[src/rtl/grf_pkg.sv]
// Shared sizing constants for the general register file and its write scoreboard.
package grf_pkg;
  localparam int unsigned DW       = 32;
  localparam int unsigned AW       = 5;
  localparam int unsigned CNT_W    = 2;
  localparam int unsigned ZERO_REG = 0;
  localparam int unsigned CNT_MAX  = 3;
endpackage

[src/rtl/grf_array.sv]
// 2^AW x DW register storage: one synchronous write port, two asynchronous read ports.
module grf_array #(
  parameter int unsigned DW = grf_pkg::DW,
  parameter int unsigned AW = grf_pkg::AW
) (
  input  logic          clk,
  input  logic          reset_n,
  input  logic          we,
  input  logic [AW-1:0] waddr,
  input  logic [DW-1:0] wdata,
  input  logic [AW-1:0] raddr0,
  output logic [DW-1:0] rdata0,
  input  logic [AW-1:0] raddr1,
  output logic [DW-1:0] rdata1
);
  import grf_pkg::*;

  localparam int unsigned NREG = 1 << AW;
  localparam logic [AW-1:0] ZERO = AW'(ZERO_REG);

  logic [DW-1:0] mem [NREG];

  always_ff @(posedge clk or negedge reset_n) begin
    if (!reset_n) begin
      for (int unsigned i = 0; i < NREG; i++) mem[i] <= '0;
    end else if (we && waddr != ZERO) begin
      mem[waddr] <= wdata;
    end
  end

  always_comb begin
    rdata0 = (raddr0 == ZERO) ? '0 : mem[raddr0];
    rdata1 = (raddr1 == ZERO) ? '0 : mem[raddr1];
  end
endmodule

[src/rtl/grf_scoreboard.sv]
// Register file with per-register in-flight write counters, writeback bypass,
// operand/issue stall generation and a sticky orphan-writeback error flag.
module grf_scoreboard #(
  parameter int unsigned DW    = grf_pkg::DW,
  parameter int unsigned AW    = grf_pkg::AW,
  parameter int unsigned CNT_W = grf_pkg::CNT_W
) (
  input  logic          clk,
  input  logic          reset_n,
  input  logic [AW-1:0] rs_addr,
  input  logic [AW-1:0] rt_addr,
  input  logic          rs_use,
  input  logic          rt_use,
  output logic [DW-1:0] rs_data,
  output logic [DW-1:0] rt_data,
  output logic          rs_busy,
  output logic          rt_busy,
  output logic          stall,
  input  logic          issue_valid,
  input  logic [AW-1:0] issue_addr,
  input  logic          wb_valid,
  input  logic [AW-1:0] wb_addr,
  input  logic [DW-1:0] wb_data,
  input  logic          flush,
  output logic          sb_err
);
  import grf_pkg::*;

  localparam int unsigned    NREG = 1 << AW;
  localparam logic [AW-1:0]  ZERO = AW'(ZERO_REG);
  localparam logic [CNT_W-1:0] CNT_FULL = CNT_W'(CNT_MAX);

  logic [CNT_W-1:0] cnt [NREG];
  logic [DW-1:0]    arr_rs, arr_rt;
  logic             wb_live, rs_hit, rt_hit, full, accept;

  grf_array #(.DW(DW), .AW(AW)) u_array (
    .clk    (clk),
    .reset_n(reset_n),
    .we     (wb_valid),
    .waddr  (wb_addr),
    .wdata  (wb_data),
    .raddr0 (rs_addr),
    .rdata0 (arr_rs),
    .raddr1 (rt_addr),
    .rdata1 (arr_rt)
  );

  // A retiring write hides its own pending count; a writeback with nothing
  // pending never makes an operand look busy.
  always_comb begin
    wb_live = wb_valid && wb_addr != ZERO;
    rs_hit  = wb_live && wb_addr == rs_addr;
    rt_hit  = wb_live && wb_addr == rt_addr;
    rs_data = rs_hit ? wb_data : arr_rs;
    rt_data = rt_hit ? wb_data : arr_rt;
    rs_busy = (cnt[rs_addr] > CNT_W'(1)) || (cnt[rs_addr] == CNT_W'(1) && !rs_hit);
    rt_busy = (cnt[rt_addr] > CNT_W'(1)) || (cnt[rt_addr] == CNT_W'(1) && !rt_hit);
    full    = issue_valid && issue_addr != ZERO && cnt[issue_addr] == CNT_FULL &&
              !(wb_live && wb_addr == issue_addr);
    stall   = (rs_use && rs_busy) || (rt_use && rt_busy) || full;
    accept  = issue_valid && !stall && !flush && issue_addr != ZERO;
  end

  always_ff @(posedge clk or negedge reset_n) begin
    if (!reset_n) begin
      for (int unsigned r = 0; r < NREG; r++) cnt[r] <= '0;
    end else if (flush) begin
      for (int unsigned r = 0; r < NREG; r++) cnt[r] <= '0;
    end else begin
      for (int unsigned r = 0; r < NREG; r++) begin
        if (accept && issue_addr == AW'(r) && !(wb_live && wb_addr == AW'(r)))
          cnt[r] <= cnt[r] + CNT_W'(1);
        else if (wb_live && wb_addr == AW'(r) && !(accept && issue_addr == AW'(r)) &&
                 cnt[r] != '0)
          cnt[r] <= cnt[r] - CNT_W'(1);
      end
    end
  end

  always_ff @(posedge clk or negedge reset_n) begin
    if (!reset_n)
      sb_err <= 1'b0;
    else if (wb_live && !flush && cnt[wb_addr] == '0 && !(accept && issue_addr == wb_addr))
      sb_err <= 1'b1;
  end
endmodule

[config.mk]
export PLATFORM = sky130hd
export DESIGN_NAME = grf_scoreboard
export DESIGN_NICKNAME = d
export VERILOG_FILES = /design/src/rtl/grf_pkg.sv /design/src/rtl/grf_array.sv /design/src/rtl/grf_scoreboard.sv
export SDC_FILE = /design/constraint.sdc
export NUM_CORES = 2
export LEC_CHECK = 0
export BUFFER_PORTS_ARGS = -buffer_cell sky130_fd_sc_hd__buf_2
export CAP_MARGIN = 15
export CORE_ASPECT_RATIO = 1.75
export CORE_UTILIZATION = 60
export CTS_CLUSTER_SIZE = 30
export DETAILED_ROUTE_END_ITERATION = 10
export GPL_ROUTABILITY_DRIVEN = 0
export PLACE_DENSITY = 0.77
export SLEW_MARGIN = 0
export SYNTH_ARGS = -nofsm -noshare
export SYNTH_HDL_FRONTEND = slang
export SYNTH_SLANG_ARGS = --single-unit
export TNS_END_PERCENT = 20
[constraint.sdc]
create_clock -name clk -period 5.96 [get_ports clk]
set_clock_uncertainty 0.1 [all_clocks]
set_input_delay 0.894 -clock clk [delete_from_list [all_inputs] [get_ports clk]]
set_output_delay 0.894 -clock clk [all_outputs]
set_load 0.03 [all_outputs]
==> results_dict.tcl <==
set metrics [dict create \
    grt_util_all_layers 0.3848 \
    synth-edff-count 0 \
    clock_latency_ps 730 \
    clk_pin_slew_ps 70 \
    clock_path_buffers 3 \
    layout.cells.non_filler 6117 \
    total_power_uw 21190 \
    required_ps 4970 \
    startpoint_type "primary input" \
    grt_overflow_total 0 \
    htreeDepth 3 \
    synth_area_um2 61580 \
    drt-initial-drc-count 5061 \
    hold_class "in2async" \
    hold_ws_ps 113.5 \
    portBuffers 126 \
    finalCritPeriodShare 0.8800 \
    endpoint_kind "output port" \
    grt_pass1_wl_um 294700 \
    antenna_found_initial 8 \
    syn_nets 4930 \
    core_um2 101800 \
    synth_cell_types 74 \
    layout_commonest_cell "dfrtp_1" \
    dr.pass1.iters 6 \
    grt_max_degree 158 \
    rows 155 \
    slew_violations 0 \
    synth_top_flop_cell "dfrtp_1" \
    routedWlPerCell_um 32.12 \
    cts_resized 0 \
    startpoint "rs_addr[1]" \
    netlist_instances 4871 \
    seq_area_frac_synth 0.4425 \
    cap_violations 0 \
    cts_buffers 96 \
    initial_utilization 0.6048 \
    ir_drop_mv 0.2707 \
    ys_warn_count 0 \
    p_per_area_nw_per_um2 316.9 \
    design.die.area_um2 104000 \
    relSlewSlack 0.1812 \
    synth-seq-cells 1089 \
    fin_crit_ps 5245 \
    cp.arrival_ps 4250 \
    async_reset_ff_frac 1.000 \
    cts_tree "yes" \
    pin_count 127 \
    ant_nets 0 \
    route.detailed.drc 0 \
    post_drt_via_cell_ratio 7.382 \
    fmax_mhz 190.7 \
    status "completed" \
    route.vias.total 45160 \
    cp_max_fo 96 \
    finalSetupViolations 0 \
    routed_wirelength_um 196500 \
    timing.rr.start "cnt[49]$_DFFE_PN0P_" \
    grt_pass1_vias 46280 \
    cts_setup_buffers 0 \
    tightest_slew_ps 1228 \
    fp.dieH_um 425.8 \
    cts_hold_buf 0 \
    clockRootBuffer "clkbuf_16" \
    dp_hpwl_um 113100 \
    syn_to_final_growth_pct 8.623 \
    fin_tns_setup_ps 0 \
    grt_setup_unrepaired "false" \
    die_x_um 244.2 \
    avgSynthCellArea_um2 12.64 \
    worstSetupPathType "in2out" \
    nets 4757 \
    drive_gt1_frac 0.3951 \
    layout_common_cells "1,089 x dfrtp_1, 932 x mux2_2, 538 x nand2_1" \
    cts_sinks 1089 \
    hold_viol 0 \
    p_leak_uw 0.02907 \
    placed_cells 5934 \
]
==> registers in the layout, indices dropped and copies added, names as in the netlist <==
signal / flops
u_array.mem: 1024
cnt: 64
sb_err: 1
==> power by group <==
part | switching (uW) | internal (uW) | total [uW] | leakage, uW
logic | 2070 | 2490 | 4550 | 0.0133
registers | 1010 | 8700 | 9710 | 0.0141
clock network | 2940 | 3990 | 6930 | 0.00170
==> worst paths after layout <==
path	endpoint	slack, ps	cells past startpoint
worst min-delay path	cnt[33]$_DFFE_PN0P_	110	1
worst min register to register	u_array.mem[1018]$_DFFE_PN0P_	300	0
max in group asynchronous	u_array.mem[651]$_DFFE_PN0P_	3970	2
worst max register to register	cnt[38]$_DFFE_PN0P_	2090	9
min in group clk	u_array.mem[1018]$_DFFE_PN0P_	300	0
worst max-delay path	rs_data[7]	720	7
==> final cells by class <==
type / instances / area, um^2
repair buffers: 255 / 1946
fillers: 7315 / 34930
clock inverters: 44 / 648.1
well taps: 1334 / 1669
diodes: 5 / 12.51
flip-flops and latches: 1089 / 27250
inverters: 23 / 87.58
multi-input cells: 3233 / 32460
clock buffers: 134 / 2809
==> worst max-delay path, cell delays in order <==
cell and delay [ps]:
buf_8 610, buf_4 810, mux4_2 420, mux4_2 480, mux2i_1 430, o21ai_0 230
buf_2 230
==> cells in the mapped netlist, types with 22 or more instances <==
master | number | share of area
mux2i_1 | 235 | 0.038
mux4_2 | 477 | 0.17
mux2_2 | 932 | 0.17
o21ai_0 | 199 | 0.016
o211ai_1 | 74 | 0.0090
and3_1 | 27 | 0.0027
buf_1 | 64 | 0.0039
clkbuf_1 | 418 | 0.025
nor4b_1 | 24 | 0.0034
nor3_1 | 39 | 0.0032
dfrtp_1 | 1089 | 0.44
nor4_1 | 22 | 0.0022
nor2_1 | 146 | 0.0089
nand2_1 | 553 | 0.034
nor3b_1 | 26 | 0.0032
nand3_1 | 39 | 0.0032
a221oi_1 | 69 | 0.0098
a22oi_1 | 72 | 0.0088
a21oi_1 | 68 | 0.0055
buf_2 | 37 | 0.0030
==> stage by stage <==
step	setup slack, ps	instance area [um^2]	utilization
floorplan	1286	61580	-
CTS	839.5	66880	0.6568
detailed placement	847.1	63420	0.6229
global route	711.7	66890	0.6569
finish	715.3	66890	0.6569
global placement	833.8	63420	0.6229
==> layer usage <==
layer / vias to the layer above / share of wire / GRT usage
met5: - / 0.00025 / 0
met4: 8 / 0.084 / 0.2894
met3: 909 / 0.095 / 0.08225
met2: 2826 / 0.47 / 0.6028
met1: 23420 / 0.35 / 0.4701
li1: 17990 / - / -
==> cells by family after synthesis <==
group | count (synthesis) | synth area share
mux | 1644 | 0.3831
buf+inv | 549 | 0.03481
xor+xnor | 17 | 0.002418
flops | 1089 | 0.4425
compound gates | 608 | 0.06657
simple gates | 964 | 0.07057
Note: power is estimated with default switching activity, not from simulation.
